### src/rtl/alu_pkg.sv
// Opcode encodings for the execute-stage ALU, shared with the instruction decoder.
package alu_pkg;

    localparam logic [3:0] ALU_AND  = 4'b0000;
    localparam logic [3:0] ALU_OR   = 4'b0001;
    localparam logic [3:0] ALU_ADD  = 4'b0010;
    localparam logic [3:0] ALU_XOR  = 4'b0011;
    localparam logic [3:0] ALU_SUB  = 4'b0100;
    localparam logic [3:0] ALU_SLL  = 4'b0101;
    localparam logic [3:0] ALU_SRL  = 4'b0110;
    localparam logic [3:0] ALU_SRA  = 4'b0111;
    localparam logic [3:0] ALU_SLT  = 4'b1000;
    localparam logic [3:0] ALU_SLTU = 4'b1001;

    function automatic logic is_shift_op(input logic [3:0] op);
        return (op == ALU_SLL) || (op == ALU_SRL) || (op == ALU_SRA);
    endfunction

endpackage

### src/rtl/alu_shifter.sv
// Combinational shifter for SLL/SRL/SRA. Left shifts reuse the right-shift path
// by bit-reversing the operand before and after the shift.
module alu_shifter
    import alu_pkg::*;
#(
    parameter int WIDTH = 32,
    parameter int SHW   = $clog2(WIDTH)
) (
    input  logic [WIDTH-1:0] data,
    input  logic [SHW-1:0]   shamt,
    input  logic [3:0]       op,
    output logic [WIDTH-1:0] shifted
);

    logic             is_left;
    logic             fill;
    logic [WIDTH-1:0] rev_in;
    logic [WIDTH-1:0] right_out;

    assign is_left = (op == ALU_SLL);
    // Sign fill only applies to SRA; SLL and SRL shift in zeros.
    assign fill    = (op == ALU_SRA) & data[WIDTH-1];

    generate
        for (genvar gi = 0; gi < WIDTH; gi++) begin : g_rev
            assign rev_in[gi]  = is_left ? data[WIDTH-1-gi] : data[gi];
            assign shifted[gi] = is_left ? right_out[WIDTH-1-gi] : right_out[gi];
        end
    endgenerate

    // Extra top bit carries the fill value into the vacated positions.
    assign right_out = WIDTH'($signed({fill, rev_in}) >>> shamt);

endmodule

### src/rtl/alu_unit.sv
// Registered RISC-V execute-stage ALU: one operation per cycle, one cycle latency,
// result and zero flag registered together.
module alu_unit
    import alu_pkg::*;
#(
    parameter int WIDTH = 32
) (
    input  logic             clk,
    input  logic             rst_n,
    input  logic [WIDTH-1:0] in1,
    input  logic [WIDTH-1:0] in2,
    input  logic [3:0]       alu_control,
    output logic [WIDTH-1:0] alu_result,
    output logic             zero_flag
);

    localparam int SHW = $clog2(WIDTH);

    logic [WIDTH-1:0] result_next;
    logic [WIDTH-1:0] shift_out;
    logic             lt_signed;
    logic             lt_unsigned;

    alu_shifter #(
        .WIDTH (WIDTH),
        .SHW   (SHW)
    ) u_shifter (
        .data    (in1),
        .shamt   (in2[SHW-1:0]),
        .op      (alu_control),
        .shifted (shift_out)
    );

    // True comparisons rather than the sign of in1-in2, so overflow cannot flip them.
    assign lt_signed   = $signed(in1) < $signed(in2);
    assign lt_unsigned = in1 < in2;

    always_comb begin
        result_next = '0;
        if (is_shift_op(alu_control)) begin
            result_next = shift_out;
        end else begin
            case (alu_control)
                ALU_AND:  result_next = in1 & in2;
                ALU_OR:   result_next = in1 | in2;
                ALU_ADD:  result_next = in1 + in2;
                ALU_XOR:  result_next = in1 ^ in2;
                ALU_SUB:  result_next = in1 - in2;
                ALU_SLT:  result_next = {{(WIDTH-1){1'b0}}, lt_signed};
                ALU_SLTU: result_next = {{(WIDTH-1){1'b0}}, lt_unsigned};
                default:  result_next = '0;
            endcase
        end
    end

    always_ff @(posedge clk or negedge rst_n) begin
        if (!rst_n) begin
            alu_result <= '0;
            zero_flag  <= 1'b0;
        end else begin
            alu_result <= result_next;
            zero_flag  <= (result_next == '0);
        end
    end

endmodule

### config.mk
export PLATFORM = sky130hd
export DESIGN_NAME = alu_unit
export DESIGN_NICKNAME = d
export VERILOG_FILES = /design/src/rtl/alu_pkg.sv /design/src/rtl/alu_shifter.sv /design/src/rtl/alu_unit.sv
export SDC_FILE = /design/constraint.sdc
export NUM_CORES = 1
export LEC_CHECK = 0
export CAP_MARGIN = 5
export CELL_PAD_IN_SITES_DETAIL_PLACEMENT = 0
export CELL_PAD_IN_SITES_GLOBAL_PLACEMENT = 1
export CORE_AREA = 2 2 204 126
export CTS_CLUSTER_SIZE = 30
export DETAILED_ROUTE_END_ITERATION = 8
export DIE_AREA = 0 0 206 128
export GPL_TIMING_DRIVEN = 0
export PLACE_DENSITY_LB_ADDON = 0.05
export SKIP_CTS_REPAIR_TIMING = 1
export SYNTH_ARGS = -nofsm -noshare
export SYNTH_HDL_FRONTEND = slang
export SYNTH_SLANG_ARGS = --single-unit
### constraint.sdc
create_clock -name clk -period 0.8 [get_ports clk]
set_clock_uncertainty 0.2 [all_clocks]
set_input_delay 0.16 -clock clk [delete_from_list [all_inputs] [get_ports clk]]
set_output_delay 0.16 -clock clk [all_outputs]
set_load 0.05 [all_outputs]
==> Implementation_results.wiki <==
{| class="wikitable"
! Metric !! Value
|-
| Total GRT Usage || 41.0%
|-
| Final max-slew violation count || 0
|-
| H-tree levels || 2
|-
| Routed length per placed instance || 31.0 um
|-
| Run status || complete, but fails checks
|-
| Power per cell area || 1090 nW/um2
|-
| Measured slew at the worst slew-check pin || 1.07 ns
|-
| Highest cell delay on the worst timing path || 0.54 ns
|-
| DRC violations left || 0
|-
| Fin nets || 1728
|-
| Total core area || 24700 um2
|-
| First drt pass iteration count || 8
|-
| Post-route minimum period || 3.95 ns
|-
| Count of pins on the block boundary || 103
|-
| Netlist area before placement || 9420 um2
|-
| Post-Synthesis Net Count || 1483
|-
| RePlAce Congestion || 1.09
|-
| Maximum number of pins on one net before global-route repair || 34
|-
| Detail-routed via count per cell || 7.01
|-
| Clock slew at reported path FFs || 0.05 ns
|-
| Post-placement cell count || 1741
|-
| Final Power || 16.1 mW
|-
| Hold slack || -0.279 ns
|-
| Total via count after detailed routing || 13223
|-
| CP cell instances || buf_12 -> clkinvlp_4 -> buf_12 -> ha_4 -> nor2_4 -> o311ai_4 -> a211oi_4 -> nor3_2 -> o31a_1 -> o41a_1 -> mux2i_1 -> or3_4 -> or4_4 -> nor4_2 -> nor2b_2
|-
| Violated checks || hold timing, setup timing
|-
| Fraction of layout instances using a drive strength above 1 || 42.4%
|-
| Detailed router's first-iteration violation count || 2070
|-
| Cell count after synthesis || 1311
|-
| Number of antenna violations at the first check in global routing || 0
|-
| Number of warning messages in the yosys log || 0
|-
| Count of unique library cells instantiated by Yosys || 91
|-
| Maxcap violations || 0
|-
| Number of standard-cell rows in the floorplan || 45
|-
| Slew Limit Headroom || 28.7%
|-
| Number of hold violations in the final report || 33
|-
| Sequential cell area in the final layout || 866 um2
|-
| Cell Count, Final, Fillers Out || 1886
|-
| Root buffer selected by CTS || sky130_fd_sc_hd__clkbuf_16
|-
| TritonCTS clock tree || done
|-
| Total CTS buffers || 5
|-
| Die Y || 128 um
|-
| Fraction of synthesized cell area taken by the top area cell type || 13.3%
|-
| CP Launch Type || input pin
|-
| Total negative setup slack || -83.62 ns
|-
| Area growth syn-to-layout || 57.4%
|-
| Ys flop type || sky130_fd_sc_hd__dfrtp_1
|-
| Die Footprint || 26400 um2
|-
| Required time at the worst-slack endpoint || 0.80 ns
|-
| Kind of cell adding the most delay to the critical path || simple AND/OR/NAND/NOR gates
|-
| Highest ir drop seen on vdd || 673 uV
|-
| Width of the chip || 206 um
|-
| # clock sinks || 33
|-
| Critical Setup Path Class || in2reg
|-
| Total Wirelength || 58500 um
|-
| Fill count || 2226
|-
| RSZ-0062 raised after global routing || yes
|-
| Avg Synthesized Cell Area || 7.19 um2
|-
| Number of global-route vias before repair || 10995
|-
| CP dominant cell by count || sky130_fd_sc_hd__buf_12
|-
| Detailed placer's ending HPWL || 45400 um
|-
| Flop and latch count out of synthesis || 33
|-
| ANT nets after route || 0
|-
| Max Clock Freq || 253 MHz
|-
| Area used by multi-input combinational logic || 10000 um2
|-
| Commonest cells in the netlist || sky130_fd_sc_hd__nor2_1, sky130_fd_sc_hd__nand2_1, sky130_fd_sc_hd__a21oi_1, sky130_fd_sc_hd__ha_1, sky130_fd_sc_hd__inv_1
|-
| Setup crit end kind || flop
|-
| Class of the tightest hold or removal check || in2async
|-
| Leading cell type by number of instances after synthesis || sky130_fd_sc_hd__nor2_1
|-
| Share of flip-flops with an asynchronous set or reset || 100%
|-
| Global route total overflow || 0
|-
| Proportion of synthesized chip area in sequential cells || 8.77%
|-
| Setup-failing EPs final || 66
|-
| Top cells by area in the synthesized netlist || sky130_fd_sc_hd__ha_1, sky130_fd_sc_hd__dfrtp_1, sky130_fd_sc_hd__mux4_2
|-
| Number of inserted diodes || 0
|-
| Sum of buffers and inverters on the critical path || 3
|-
| Area leader, netlist || sky130_fd_sc_hd__ha_1
|-
| Clock tree buffer depth || 2
|-
| Final worst setup slack || -3.15 ns
|-
| Worst-case setup slack after placement || -4.65 ns
|-
| Global-route wire length before repair || 78500 um
|-
| Number of port buffers || 101
|-
| CP max FO || 8
|-
| Initial core utilization || 38.2%
|-
| Part of the cycle the worst path needs || 493%
|-
| Leak || 6.11 nW
|-
| Slowest cell on the critical path || sky130_fd_sc_hd__or4_4
|-
| Arrival time at the worst endpoint || 3.95 ns
|-
| Number of flops mapped to enable cells by yosys || 0
|}
-- per-stage QoR --
| stage | hold WS [ns] | utilization (%) | area [um2] |
|---|---|---|---|
| finish | -0.279 | 60.1 | 14800 |
| global placement | 0.696 | 45.7 | 11300 |
| CTS | 0.432 | 46.3 | 11400 |
| detailed placement | 0.715 | 45.7 | 11300 |
| floorplan | -0.336 | - | 9850 |
| global route | -0.218 | 60.1 | 14800 |
-- per-layer routing --
layer / part of all wire [%] / GRT usage [%]
met3: 18 / 19.0
met4: 3.0 / 6.97
met1: 41 / 62.1
met5: 0.30 / 1.69
met2: 37 / 51.5
-- worst paths after layout --
| path | to | slack [ns] | cells after the start | from |
|---|---|---|---|---|
| max in group asynchronous | alu_result[13] | 0.21 | 1 | rst_n |
| min in group clk | alu_result[24] | 0.38 | 4 | in2[24] |
| min | alu_result[11] | -0.28 | 1 | rst_n |
| max | zero_flag | -3.15 | 15 | in2[3] |
-- placed cells by master, fill, tap and decap left out, drive strengths merged, types with 8 or more instances in the layout --
| cell type | count |
|---|---|
| and3 | 8 |
| ha | 100 |
| dfrtp | 33 |
| a22oi | 24 |
| a211oi | 21 |
| nand4 | 9 |
| clkinvlp | 8 |
| o221ai | 18 |
| a21o | 25 |
| mux2i | 40 |
| clkbuf | 68 |
| a221o | 9 |
| nand3 | 24 |
| nor4 | 15 |
| inv | 86 |
| o21ai | 88 |
| o32ai | 8 |
| buf | 237 |
| clkdlybuf4s50 | 9 |
| o21a | 9 |
| dlymetal6s2s | 22 |
| nor3 | 43 |
| a21oi | 109 |
| nor2 | 122 |
| mux4 | 28 |
| o21bai | 8 |
| a31oi | 16 |
| a221oi | 21 |
| nand2b | 13 |
| nand2 | 115 |
| o22ai | 18 |
| or2 | 8 |
| o211ai | 27 |
| nor2b | 22 |
| o31ai | 16 |
-- layout make-up --
class | count | share of cell area, %
sequential | 33 | 5.84
clock inverter | 1 | 0.0338
tap | 329 | 2.78
buffer | 81 | 4.63
inverter | 94 | 2.77
multi-input combinational | 1093 | 67.5
clock buffer | 7 | 0.895
timing repair buffer | 248 | 15.6
-- cell families (layout without fill, tap and decap cells) --
group | Yosys count | in the layout | share of synthesized area, %
buffers and inverters | 185 | 431 | 7.86
DFF | 33 | 33 | 8.77
xor gates and xnor gates | 8 | 8 | 0.744
muxes | 70 | 70 | 11.4
adders and majority gates | 102 | 102 | 13.7
AOI/OAI and AO/OA | 484 | 484 | 35.0
and+or+nand+nor | 429 | 429 | 22.5
-- flip-flops by register name, indices dropped and copies added (netlist names) --
| name | count |
|---|---|
| alu_result | 32 |
| zero_flag | 1 |
-- report_power, final --
part | switching [mW] | internal (mW) | total (mW)
combinational | 7.52 | 4.81 | 12.3
sequential | 0.111 | 1.94 | 2.05
clock | 0.596 | 1.14 | 1.74
total | 8.22 | 7.90 | 16.1
Power figures use the tool's default switching activity.
